[config.mk]
export PLATFORM = sky130hd
export DESIGN_NAME = pipelined_adder_tree
export DESIGN_NICKNAME = d
export VERILOG_FILES = /design/src/rtl/adder_tree_pkg.sv /design/src/rtl/adder_tree_level.sv /design/src/rtl/pipelined_adder_tree.sv
export SDC_FILE = /design/constraint.sdc
export NUM_CORES = 1
export LEC_CHECK = 0
export CORE_MARGIN = 2
export CORE_UTILIZATION = 39
export CTS_BUF_LIST = sky130_fd_sc_hd__clkbuf_2
export CTS_CLUSTER_DIAMETER = 60
export CTS_CLUSTER_SIZE = 40
export DETAILED_ROUTE_END_ITERATION = 8
export DONT_BUFFER_PORTS = 1
export PLACE_DENSITY = 0.52
export REMOVE_ABC_BUFFERS = 1
export SYNTH_ARGS = -nofsm -noshare
export SYNTH_HDL_FRONTEND = slang
export SYNTH_SLANG_ARGS = --single-unit
export TNS_END_PERCENT = 1
[constraint.sdc]
create_clock -name clk -period 4.65 [get_ports clk]
set_clock_uncertainty 0.2 [all_clocks]
set_input_delay 1.395 -clock clk [delete_from_list [all_inputs] [get_ports clk]]
set_output_delay 1.395 -clock clk [all_outputs]
set_load 0.1 [all_outputs]
[src/rtl/adder_tree_pkg.sv]
// Shared types and helpers for the pipelined adder tree: accumulator FSM
// states, the beat-count width and a constant-foldable log2.
package adder_tree_pkg;

  localparam int unsigned CNT_W = 16;

  typedef enum logic {
    ACC_IDLE = 1'b0,
    ACC_RUN  = 1'b1
  } acc_state_e;

  function automatic int unsigned log2(input int unsigned v);
    int unsigned r;
    r = 0;
    for (int unsigned x = v; x > 1; x = x >> 1) r = r + 1;
    return r;
  endfunction

endpackage

[src/rtl/adder_tree_level.sv]
// One registered level of the adder tree: N pairwise sign-extending adders,
// with the beat sideband (valid/first/last) carried alongside the data.
module adder_tree_level #(
  parameter int unsigned N    = 1,
  parameter int unsigned IN_W = 16
) (
  input  logic                    clk,
  input  logic                    rst_n,
  input  logic                    in_valid,
  input  logic                    in_first,
  input  logic                    in_last,
  input  logic [2*N*IN_W-1:0]     in_data,
  output logic                    out_valid,
  output logic                    out_first,
  output logic                    out_last,
  output logic [N*(IN_W+1)-1:0]   out_data
);

  always_ff @(posedge clk) begin
    if (!rst_n) begin
      out_valid <= 1'b0;
      out_first <= 1'b0;
      out_last  <= 1'b0;
      out_data  <= '0;
    end else begin
      out_valid <= in_valid;
      out_first <= in_valid & in_first;
      out_last  <= in_valid & in_last;
      for (int unsigned i = 0; i < N; i++) begin
        out_data[i*(IN_W+1) +: (IN_W+1)] <=
          {in_data[(2*i+1)*IN_W-1], in_data[2*i*IN_W +: IN_W]} +
          {in_data[(2*i+2)*IN_W-1], in_data[(2*i+1)*IN_W +: IN_W]};
      end
    end
  end

endmodule

[src/rtl/pipelined_adder_tree.sv]
// Pipelined signed adder tree feeding a multi-beat accumulator with a
// registered result; PIPELINED_ADDER_TREE_SAT_EN selects clamping of out_sum.
module pipelined_adder_tree
  import adder_tree_pkg::*;
#(
  parameter int unsigned N_IN  = 8,
  parameter int unsigned IN_W  = 16,
  parameter int unsigned ACC_W = 32,
  parameter int unsigned OUT_W = 22
) (
  input  logic                   clk,
  input  logic                   rst_n,
  input  logic                   in_valid,
  input  logic                   in_first,
  input  logic                   in_last,
  input  logic [N_IN*IN_W-1:0]   in_data,
  output logic                   out_valid,
  output logic [OUT_W-1:0]       out_sum,
  output logic [CNT_W-1:0]       out_cnt,
  output logic                   out_sat
);

  localparam int unsigned LEVELS = log2(N_IN);
  localparam int unsigned TW     = IN_W + LEVELS;

  for (genvar k = 0; k < LEVELS; k++) begin : g_lvl
    localparam int unsigned NO = N_IN >> (k + 1);
    localparam int unsigned WI = IN_W + k;

    logic [2*NO*WI-1:0]   din;
    logic [NO*(WI+1)-1:0] dout;
    logic                 vi, fi, li;
    logic                 vo, fo, lo;

    if (k == 0) begin : g_src
      assign din = in_data;
      assign vi  = in_valid;
      assign fi  = in_first;
      assign li  = in_last;
    end else begin : g_chain
      assign din = g_lvl[k-1].dout;
      assign vi  = g_lvl[k-1].vo;
      assign fi  = g_lvl[k-1].fo;
      assign li  = g_lvl[k-1].lo;
    end

    adder_tree_level #(
      .N    (NO),
      .IN_W (WI)
    ) u_level (
      .clk       (clk),
      .rst_n     (rst_n),
      .in_valid  (vi),
      .in_first  (fi),
      .in_last   (li),
      .in_data   (din),
      .out_valid (vo),
      .out_first (fo),
      .out_last  (lo),
      .out_data  (dout)
    );
  end

  logic [TW-1:0]            tsum;
  logic                     tv, tf, tl;
  logic signed [ACC_W-1:0]  beat_ext;

  assign tsum     = g_lvl[LEVELS-1].dout;
  assign tv       = g_lvl[LEVELS-1].vo;
  assign tf       = g_lvl[LEVELS-1].fo;
  assign tl       = g_lvl[LEVELS-1].lo;
  assign beat_ext = ACC_W'($signed(tsum));

  acc_state_e               state, state_nxt;
  logic signed [ACC_W-1:0]  acc, acc_nxt;
  logic [CNT_W-1:0]         cnt, cnt_nxt;
  logic                     pend, pend_nxt;

  always_ff @(posedge clk) begin
    if (!rst_n) begin
      state <= ACC_IDLE;
      acc   <= '0;
      cnt   <= '0;
      pend  <= 1'b0;
    end else begin
      state <= state_nxt;
      acc   <= acc_nxt;
      cnt   <= cnt_nxt;
      pend  <= pend_nxt;
    end
  end

  always_comb begin
    state_nxt = state;
    acc_nxt   = acc;
    cnt_nxt   = cnt;
    pend_nxt  = 1'b0;
    if (tv) begin
      if (tf || state == ACC_IDLE) begin
        acc_nxt = beat_ext;
        cnt_nxt = CNT_W'(1);
      end else begin
        acc_nxt = acc + beat_ext;
        cnt_nxt = (cnt == '1) ? cnt : cnt + CNT_W'(1);
      end
      state_nxt = tl ? ACC_IDLE : ACC_RUN;
      pend_nxt  = tl;
    end
  end

  // The result is formatted from the completed accumulator one cycle after the
  // last beat lands, giving LEVELS+1 cycles from input to out_valid.
  logic [OUT_W-1:0] sum_c;
  logic             sat_c;

`ifdef PIPELINED_ADDER_TREE_SAT_EN
  localparam logic signed [ACC_W-1:0] SMAX =
    {{(ACC_W-OUT_W+1){1'b0}}, {(OUT_W-1){1'b1}}};
  localparam logic signed [ACC_W-1:0] SMIN =
    {{(ACC_W-OUT_W+1){1'b1}}, {(OUT_W-1){1'b0}}};

  always_comb begin
    sum_c = acc[OUT_W-1:0];
    sat_c = 1'b0;
    if (acc > SMAX) begin
      sum_c = SMAX[OUT_W-1:0];
      sat_c = 1'b1;
    end else if (acc < SMIN) begin
      sum_c = SMIN[OUT_W-1:0];
      sat_c = 1'b1;
    end
  end
`else
  always_comb begin
    sum_c = acc[OUT_W-1:0];
    sat_c = 1'b0;
  end
`endif

  always_ff @(posedge clk) begin
    if (!rst_n) begin
      out_valid <= 1'b0;
      out_sum   <= '0;
      out_cnt   <= '0;
      out_sat   <= 1'b0;
    end else begin
      out_valid <= pend;
      if (pend) begin
        out_sum <= sum_c;
        out_cnt <= cnt;
        out_sat <= sat_c;
      end
    end
  end

endmodule

==> metrics.txt <==
CTS clk-pin slew, worst paths=0.33 ns; min-delay worst type=flip-flop to flip-flop; number of remaining DRC errors=0; Tot Pwr=0.00427 W; Nets=1663; 1st-pass router iterations=4; top_reg_cell synth=dfxtp_1; Clock Tree Buf Depth=3; GPL Wtd Cong=0.826; clock root cell=clkbuf_2; Worst Path Required=5.24 ns; global-route wire length before repair=42.5 mm; fraction of registers with async set/reset=0%; worst vdd ir=163 uV; final hold vios=0; Max Cap Viol=0; initial DRC count=461; Via-to-Cell Ratio=5.15; placed cell areas=0.0125 sq mm; critical-path cell list=ha_1 -> fa_1 -> a21o_1 -> a21oi_1 -> o21bai_1 -> a2111oi_4 -> o31ai_1 -> o41a_1 -> a2111oi_0 -> o21a_1; R2R cell count=11; final design area excluding fillers=0.0128 sq mm; crit start category=primary input; initial core utilization=39.5%; number of global-route vias before repair=8887; unrepaired setup endpoints after global routing=false; fin cells=1794; EDFF count, synth=0; crit-path max FO=4; Yosys top cell area share=34.9%; clock tree sinks=211; Final Cycle Share=78.4%; Cell variety after synth=60; Die Area=0.0324 sq mm; Die Ht=180 microns; dpl hpwl=18.9 mm; Worst-Margin Slew=0.986 ns; CTS tree=done; worst hold path cell count=2; Cells after Synth=1396; YS warnings=0; Via Count=9244; CTS Buf Count=19; cts-stage hold buffer count=0; GRT Util Overall=15.3%; CP endpoint kind=flip-flop; most frequent cells after synthesis=211 x dfxtp_1, 207 x nor2_1, 138 x ha_1; placed insts=1759; final count of negative-setup-slack endpoints=0; CP arrival=4.24 ns; outcome=finished clean; largest net degree at the start of global routing=104; maximum clock frequency=274 MHz; share of layout cells above drive strength 1=4.08%; Total Wirelength=25.4 mm; largest area contributor in the netlist=dfxtp_1; Area contributors post-synth=dfxtp_1 35%, ha_1 14%, nor2_1 6.4%; Port Buffers=0; synthesized area=0.0121 sq mm; post-cts gate resize count=0; Final ANT Viol Nets=0; count leader, synth=dfxtp_1; Place WS=0.181 ns; Leak=5.43 nW; flops & latches, synth=211; TNS Setup=0 ns; later-pin clock latency in the skew report=0.85 ns; FP Rows=64; max_slew headroom=32.6%; Tmin final=3.65 ns; H-tree depth=1; I/O Pins=173; area grow syn2layout=5.77%; register area share after synthesis=34.9%; Die X=180 microns; Slowest cell on crit path=a2111oi_0; CP peak stage delay=0.47 ns; DR WL/cell=14.2 microns; core area=0.0306 sq mm; Slew Limit Fails=0; critical path type=primary input to flip-flop; Overflow after GRT=0; initial antenna violation count=1; power density over cell area=334 mW/mm^2; fin worst setup slack=1.00 ns; Setup Fix Bufs, Post-CTS=0; mean area per synthesized cell=8.66 sq um
==> placed cells by master, fill, tap and decap left out, types with 11 or more instances in the layout <==
cell type / count
a31oi_1: 13
dfxtp_1: 210
nor3b_1: 13
nand3_1: 22
a21o_1: 41
mux2i_1: 45
inv_1: 41
clkbuf_2: 20
o31ai_1: 12
nand2_1: 98
a211oi_1: 15
nor2b_1: 13
and3_1: 11
and2_1: 28
nor3_1: 52
xnor2_1: 39
ha_1: 138
or3_1: 16
xor2_1: 49
o21a_1: 21
o21ai_0: 72
nor2_1: 207
nand2b_1: 14
a21oi_1: 87
==> final cells by class <==
| cell class | instances | area (sq um) |
|---|---|---|
| clock inverters | 14 | 184 |
| clock buffers | 20 | 100 |
| well taps | 396 | 495 |
| flip-flops and latches | 211 | 4230 |
| multi-input cells | 1103 | 7550 |
| repair buffers | 7 | 65.1 |
| inverters | 42 | 160 |
| fillers | 3175 | 17800 |
| diodes | 1 | 2.50 |
==> per-layer routing <==
layer / track usage [%] / up-vias / part of all wire [%]
met4: 3.65 / 0 / 2.0
li1: - / 4933 / -
met1: 20.8 / 4126 / 50
met2: 25.4 / 151 / 44
met3: 2.43 / 34 / 4.0
met5: 0 / - / 0
==> through the flow <==
| step | util (%) | hold slack, ns |
|---|---|---|
| after floorplan | - | 0.220 |
| after global placement | 40.9 | 0.224 |
| after detailed placement | 40.9 | 0.229 |
| after CTS | 41.8 | 0.178 |
| after global routing | 41.8 | 0.204 |
| final | 41.8 | 0.196 |
==> power breakdown <==
part	internal [W]	switching, W
Clock	0.000286	0.000678
Sequential	0.00200	0.0000928
Combinational	0.000534	0.000679
Total	0.00282	0.00145
==> logic make-up (layout without fill, tap and decap cells) <==
family / Yosys count / after routing / synth area share, %
xor gates and xnor gates: 88 / 88 / 6.38
other: 1 / 2 / 0.0310
DFF: 211 / 211 / 34.9
and+or+nand+nor: 498 / 498 / 19.0
adders and majority gates: 146 / 146 / 15.6
muxes: 45 / 45 / 3.73
AOI/OAI and AO/OA: 325 / 325 / 17.7
buffers and inverters: 82 / 83 / 2.58
==> flip-flops by register name, summed over array words and instances (netlist names) <==
signal,flops
acc,22
pend,1
state,1
g_lvl.u_level.out_valid,3
out_cnt,16
g_lvl.u_level.out_last,3
g_lvl.u_level.out_data,123
out_valid,1
out_sum,22
g_lvl.u_level.out_first,3
cnt,16
==> final timing paths <==
kind | from | to | slack, ns
worst max-delay path | in_data[64] | g_lvl[0].u_level.out_data[50]$_SDFF_PN0_ | 1.00
worst min-delay path | g_lvl[2].u_level.out_last$_SDFF_PN0_ | pend$_SDFF_PN0_ | 0.20
worst max register to register | g_lvl[1].u_level.out_data[0]$_SDFF_PN0_ | g_lvl[2].u_level.out_data[16]$_SDFF_PN0_ | 1.34
worst min register to register | g_lvl[2].u_level.out_last$_SDFF_PN0_ | pend$_SDFF_PN0_ | 0.20
==> worst max-delay path, delay by kind of cell <==
kind	cells	cell delay, ns
adder cells (fa/ha/maj)	2	0.61
AO/OA/AOI/OAI	8	2.23
(Power assumes the default switching activity.)
